File: src/rtl/ifid_reg.sv
// ifid_reg: IF/ID pipeline register with flush > stall > load priority and an EMPTY/RUN/HOLD FSM.
// Define IFID_PERF_EN to add saturating stall_cnt / flush_cnt event counters.
module ifid_reg #(
    parameter logic [31:0] NOP_INST = 32'h0000_0000,
    parameter int unsigned CNT_W    = 16
) (
    input  logic             clk,
    input  logic             clr,
    input  logic             stall,
    input  logic             flush,
    input  logic [31:0]      pc4_in,
    input  logic [31:0]      inst_in,
    output logic [31:0]      pc4_out,
    output logic [31:0]      inst_out,
    output logic             valid_out,
    output logic [1:0]       state_out
`ifdef IFID_PERF_EN
    ,
    output logic [CNT_W-1:0] stall_cnt,
    output logic [CNT_W-1:0] flush_cnt
`endif
);
    typedef enum logic [1:0] {EMPTY = 2'b00, RUN = 2'b01, HOLD = 2'b10} state_e;

    state_e      state_q, state_d;
    logic [31:0] pc4_q, pc4_d, inst_q, inst_d;

    assign valid_out = (state_q == RUN) || (state_q == HOLD);
    assign state_out = state_q;
    assign pc4_out   = pc4_q;
    assign inst_out  = inst_q;

    always_comb begin
        state_d = EMPTY;
        pc4_d   = flush ? 32'h0 : (stall ? pc4_q : pc4_in);
        inst_d  = flush ? NOP_INST : (stall ? inst_q : inst_in);
        // The illegal encoding 2'b11 is not valid, so it always falls back to EMPTY.
        if (!flush && state_q != 2'b11)
            state_d = !stall ? RUN : (valid_out ? HOLD : EMPTY);
    end

    always_ff @(posedge clk or posedge clr) begin
        if (clr) begin
            state_q <= EMPTY;
            pc4_q   <= 32'h0;
            inst_q  <= NOP_INST;
        end else begin
            state_q <= state_d;
            pc4_q   <= pc4_d;
            inst_q  <= inst_d;
        end
    end

`ifdef IFID_PERF_EN
    logic [CNT_W-1:0] stall_cnt_q, flush_cnt_q;

    assign stall_cnt = stall_cnt_q;
    assign flush_cnt = flush_cnt_q;

    always_ff @(posedge clk or posedge clr) begin
        if (clr) begin
            stall_cnt_q <= '0;
            flush_cnt_q <= '0;
        end else begin
            if (stall && !flush && !(&stall_cnt_q))
                stall_cnt_q <= stall_cnt_q + CNT_W'(1);
            if (flush && !(&flush_cnt_q))
                flush_cnt_q <= flush_cnt_q + CNT_W'(1);
        end
    end
`else
    if (CNT_W == 0) begin : g_bad_cnt_w
        $error("CNT_W must be at least 1");
    end
`endif
endmodule

File: config.mk
export PLATFORM = sky130hd
export DESIGN_NAME = ifid_reg
export DESIGN_NICKNAME = d
export VERILOG_FILES = /design/src/rtl/ifid_reg.sv
export SDC_FILE = /design/constraint.sdc
export NUM_CORES = 1
export LEC_CHECK = 0
export BUFFER_PORTS_ARGS = -buffer_cell sky130_fd_sc_hd__buf_2
export CORE_AREA = 2 2 92 94
export CTS_BUF_LIST = sky130_fd_sc_hd__clkbuf_8
export DETAILED_ROUTE_END_ITERATION = 7
export DIE_AREA = 0 0 94 96
export GPL_TIMING_DRIVEN = 0
export PLACE_DENSITY = 0.69
export SKIP_LAST_GASP = 1
export SLEW_MARGIN = 20
export SYNTH_ARGS = -nofsm -noshare
export SYNTH_HDL_FRONTEND = slang
export SYNTH_SLANG_ARGS = --single-unit
File: constraint.sdc
create_clock -name clk -period 2.2 [get_ports clk]
set_input_delay 0.44 -clock clk [delete_from_list [all_inputs] [get_ports clk]]
set_output_delay 0.44 -clock clk [all_outputs]
set_load 0.05 [all_outputs]
---- Word level (Yosys, flattened, before mapping) ----
Cells that the tools add are included.
operators by class
  order comparisons ....................... 0
  bitwise operators ....................... 0
  add/sub/neg operators ................... 0
  div/mod/pow operators ................... 0
  shift operators ......................... 0
  mux-type cells .......................... 7
  eq/ne operators ......................... 4
  reduce and logical (&&, ||, !) cells .... 3
  $mul .................................... 0
operators by type and width
  cell                                                              number
  32-bit 2-to-1 mux                                                 4
  2-bit 2-to-1 mux                                                  3
  2-bit by 1-bit == test with 1-bit output (second input constant)  1
  2-bit == test (second input constant)                             1
  2-bit by 1-bit != test with 1-bit output (second input constant)  1
  2-bit != test (second input constant)                             1
  1-bit logical AND                                                 1
  1-bit zero test                                                   1
  1-bit logical OR                                                  1
storage, ports and cells
  input bits .............................. 68
  memories ................................ 0
  bits in writable memories ............... 0
  bits in registers ....................... 66
  word-level logic and storage cells ...... 17
  bits in latches ......................... 0
  bits in read-only memories .............. 0

---- Longest topological paths before layout ----
  word-level depth ........................ 5
  depth in mapped cells ................... 5
  gate-level depth less buffers ........... 3

---- Worst setup path after synthesis ----
Ideal clock, no wire load.
  path type ............................... flip-flop to output port
  start ................................... register state_q[0] (netlist: state_out[0])
  end ..................................... output port valid_out
  arrival ................................. 1.200 ns
  setup slack ............................. 0.560 ns
  path buffers ............................ 0
  cell stages (with the launch flop) ...... 2
  path through ............................ dfrtp_1 -> ha_1
on the way
  longest elaborated chain between the ends .. 2
  elaborated cells between the ends (all ways) .. 3
RTL lines
  what                                                                              RTL line  text
  start, declared                                                                   25        state_e state_q, state_d;
  start signal, assigned                                                            48        state_q <= state_d;
  2-bit by 1-bit == test with 1-bit output / 2-bit == test (equally long branches)  28        assign valid_out = (state_q == RUN) || (state_q == HOLD);
  1-bit logical OR (*)                                                              28
  end, declared                                                                     15        output logic valid_out,
Every way passes the cells marked *; elsewhere a longest branch is shown, timed or not.

---- Final worst setup path ----
Same ends and word-level chain as after synthesis.

==> flow_metrics.tcl <==
set metrics [dict create \
    number_of_antenna_violations_at_the_first_check_in_global_routing 0 \
    layout_common_cells "sky130_fd_sc_hd__buf_2 (134), sky130_fd_sc_hd__dfrtp_1 (66), sky130_fd_sc_hd__mux2i_1 (64), sky130_fd_sc_hd__nor2_1 (64), sky130_fd_sc_hd__clkbuf_8 (10)" \
    routabilityCongestion 0.7021 \
    finish.utilization_pct 46.17 \
    timing_worst_setup_path_type "flop to output pin" \
    effective_utilization_at_floorplan_pct 33.75 \
    mappedNetlistArea_um2 2718 \
    cts_resized 0 \
    worst_max_slew_pin_slew_ns 0.4634 \
    cp_data_required_time_ns 1.76 \
    synth.ff_latch_count 66 \
    antenna_cells 0 \
    drt.antenna.violating_nets 0 \
    final_report_setup_violation_count 0 \
    placed_cells 452 \
    power.density_cell_area_nw_per_um2 771.4 \
    netlist_top_cells_area "sky130_fd_sc_hd__dfrtp_1 (61%), sky130_fd_sc_hd__mux2i_1 (24%), sky130_fd_sc_hd__nor2_1 (8.8%)" \
    static_leakage_power_nw 2.176 \
    yosys_warnings 0 \
    io_buffer_count 132 \
    h-tree-depth 3 \
    end_kind "output pin" \
    post_detailed_route_drc_marker_count 0 \
    cts_tree "built" \
    cts_made_buffers 9 \
    post_layout_nonfiller_instances 467 \
    grt_start_max_net_pins 38 \
    die-width_um 94 \
    worst_ep_arrival_time_ns 1.25 \
    met3_routing_resource_usage_after_global_routing_pct 3.759 \
    wl_um 5946 \
    drt_first_pass_iters 3 \
    clock_path_buffers 2 \
    clock_tree.root_cell "sky130_fd_sc_hd__clkbuf_8" \
    number_of_vias_after_detailed_routing 2044 \
    worst_slew_margin_rel_pct 69.11 \
    number_of_clock_sinks 66 \
    post_route_cells_drive_above_1_share_pct 43.37 \
    vertical_extent_of_the_die_um 96 \
    synth_top_area_share_pct 60.77 \
    io_pins 135 \
    min_period_ns 1.695 \
    worstSetupStartpointType "flop" \
    hold_viol_final 0 \
    finClkSkew_ns 0.002347 \
    row_count 33 \
    clk-insertion-delay-late_ns 0.33 \
    global_route.usage.total_pct 13.80 \
    cts.hold.buffers_added 0 \
    busiest_layer "met2" \
    first_pass_grt_wire_length_um 9535 \
    critical_path.max_fanout 2 \
    nFillCells 801 \
    globalRouteMet2Util_pct 23.51 \
    min_path_type "input pin to asynchronous set/reset pin" \
    worstReg2RegStart "state_out[0]" \
    slew_viol_final 0 \
    grt.met1_usage_pct 16.07 \
    r2r_cells 3 \
    postCtsSetupRepairBufs 0 \
    routed_wire_length_per_instance_um 12.73 \
    core_region_area_um2 8051 \
    worst_setup_hold_path_clk_slew_ns 0.07 \
    max-cap-violations 0 \
    gr-total-overflow 0 \
    yosys.cell_types.count 12 \
    grt_pass1_vias 2045 \
    syn-num-nets 283 \
    first_iter_violations 16 \
    synth_area_per_cell_um2 12.70 \
    cell_accounting_for_the_most_synthesized_area "sky130_fd_sc_hd__dfrtp_1" \
    multiInputGateArea_um2 907.1 \
    place.detailed.hpwl_um 4515 \
    area_growth_syn_to_layout_pct 36.79 \
    vdd_ir_drop_max_mv 0.3079 \
    ys_seq_area_share_pct 60.77 \
    post-route-period-util_pct 77.03 \
    fmaxAchievable_mhz 590.1 \
    routed_via_density 4.377 \
    register_area_um2 1652 \
    most_common_library_cell_in_the_layout_ignoring_fill_and_taps "sky130_fd_sc_hd__buf_2" \
    die_area_um2 9024 \
    reg2reg_setup_slack_ns 1.26 \
    run_status "finished, final reports clean" \
    crit-reg2reg-capture "state_out[1]" \
    rsz0062_at_grt "no" \
    num-nets-final 427 \
    netlist_instances 214 \
]
==> cell families after synthesis <==
kind of cell	after synthesis	share of synthesized area [%]
fa+ha+maj	1	0.4603
buf+inv	16	5.847
flops	66	60.77
mux	64	23.57
simple gates	67	9.346
==> sequential cells by signal (all words and copies together), names as in the netlist <==
register and count:
inst_out 32, state_out 2, pc4_out 32
==> power breakdown <==
group          total, mW  switching (mW)  internal, mW
Clock              0.954           0.418         0.536
Combinational      0.598           0.412         0.186
Sequential          1.32          0.0343          1.28
Total               2.87           0.864          2.00
==> synth_stat cells, drive strengths merged <==
master,count
nor2,64
mux2i,64
nand2,1
ha,1
clkbuf,5
dfrtp,66
inv,1
buf,10
nor3,2
==> through the flow <==
step / area (um^2) / setup slack (ns) / setup TNS [ns] / power (mW) / hold WS (ns)
after CTS: 3717 / 0.4751 / 0 / 2.913 / 0.08572
after global routing: 3717 / 0.4321 / 0 / 3.014 / 0.1055
after floorplan: 2718 / 0.1052 / 0 / 1.768 / 0.5930
after detailed placement: 3532 / 0.8527 / 0 / 1.945 / 0.4527
after global placement: 3510 / -0.7077 / -46.52 / 1.930 / 0.4986
final: 3717 / 0.5054 / 0 / 2.867 / 0.09218
==> per-layer routing <==
layer / up-vias / part of all wire [%]
met2: 73 / 50
li1: 990 / -
met3: 10 / 6.2
met1: 971 / 42
met4: 0 / 1.6
met5: - / 0
==> how the worst max path moves through the flow <==
stage | start | end | slack, ns | cells past startpoint
finish | state_out[0] | valid_out | 0.51 | 2
detailed placement | state_out[0] | valid_out | 0.85 | 2
global route | state_out[1] | valid_out | 0.43 | 2
global placement | clr | pc4_out[18] | -0.71 | 2
CTS | state_out[0] | valid_out | 0.48 | 2
floorplan | clr | inst_out[0] | 0.11 | 1
==> critical path, stage by stage (launching register included) <==
cell	delay, ns
sky130_fd_sc_hd__dfrtp_1	0.38
sky130_fd_sc_hd__ha_1	0.29
sky130_fd_sc_hd__buf_2	0.26
==> cell type report <==
cell class | instances | area share, %
Inverter | 1 | 0.1683
Tap cell | 105 | 3.534
Sequential cell | 66 | 44.43
Timing Repair Buffer | 133 | 18.31
Buffer | 15 | 4.174
Clock inverter | 5 | 1.279
Multi-Input combinational cell | 132 | 24.40
Clock buffer | 10 | 3.702
No activity file was read; power rests on OpenSTA's default activity.
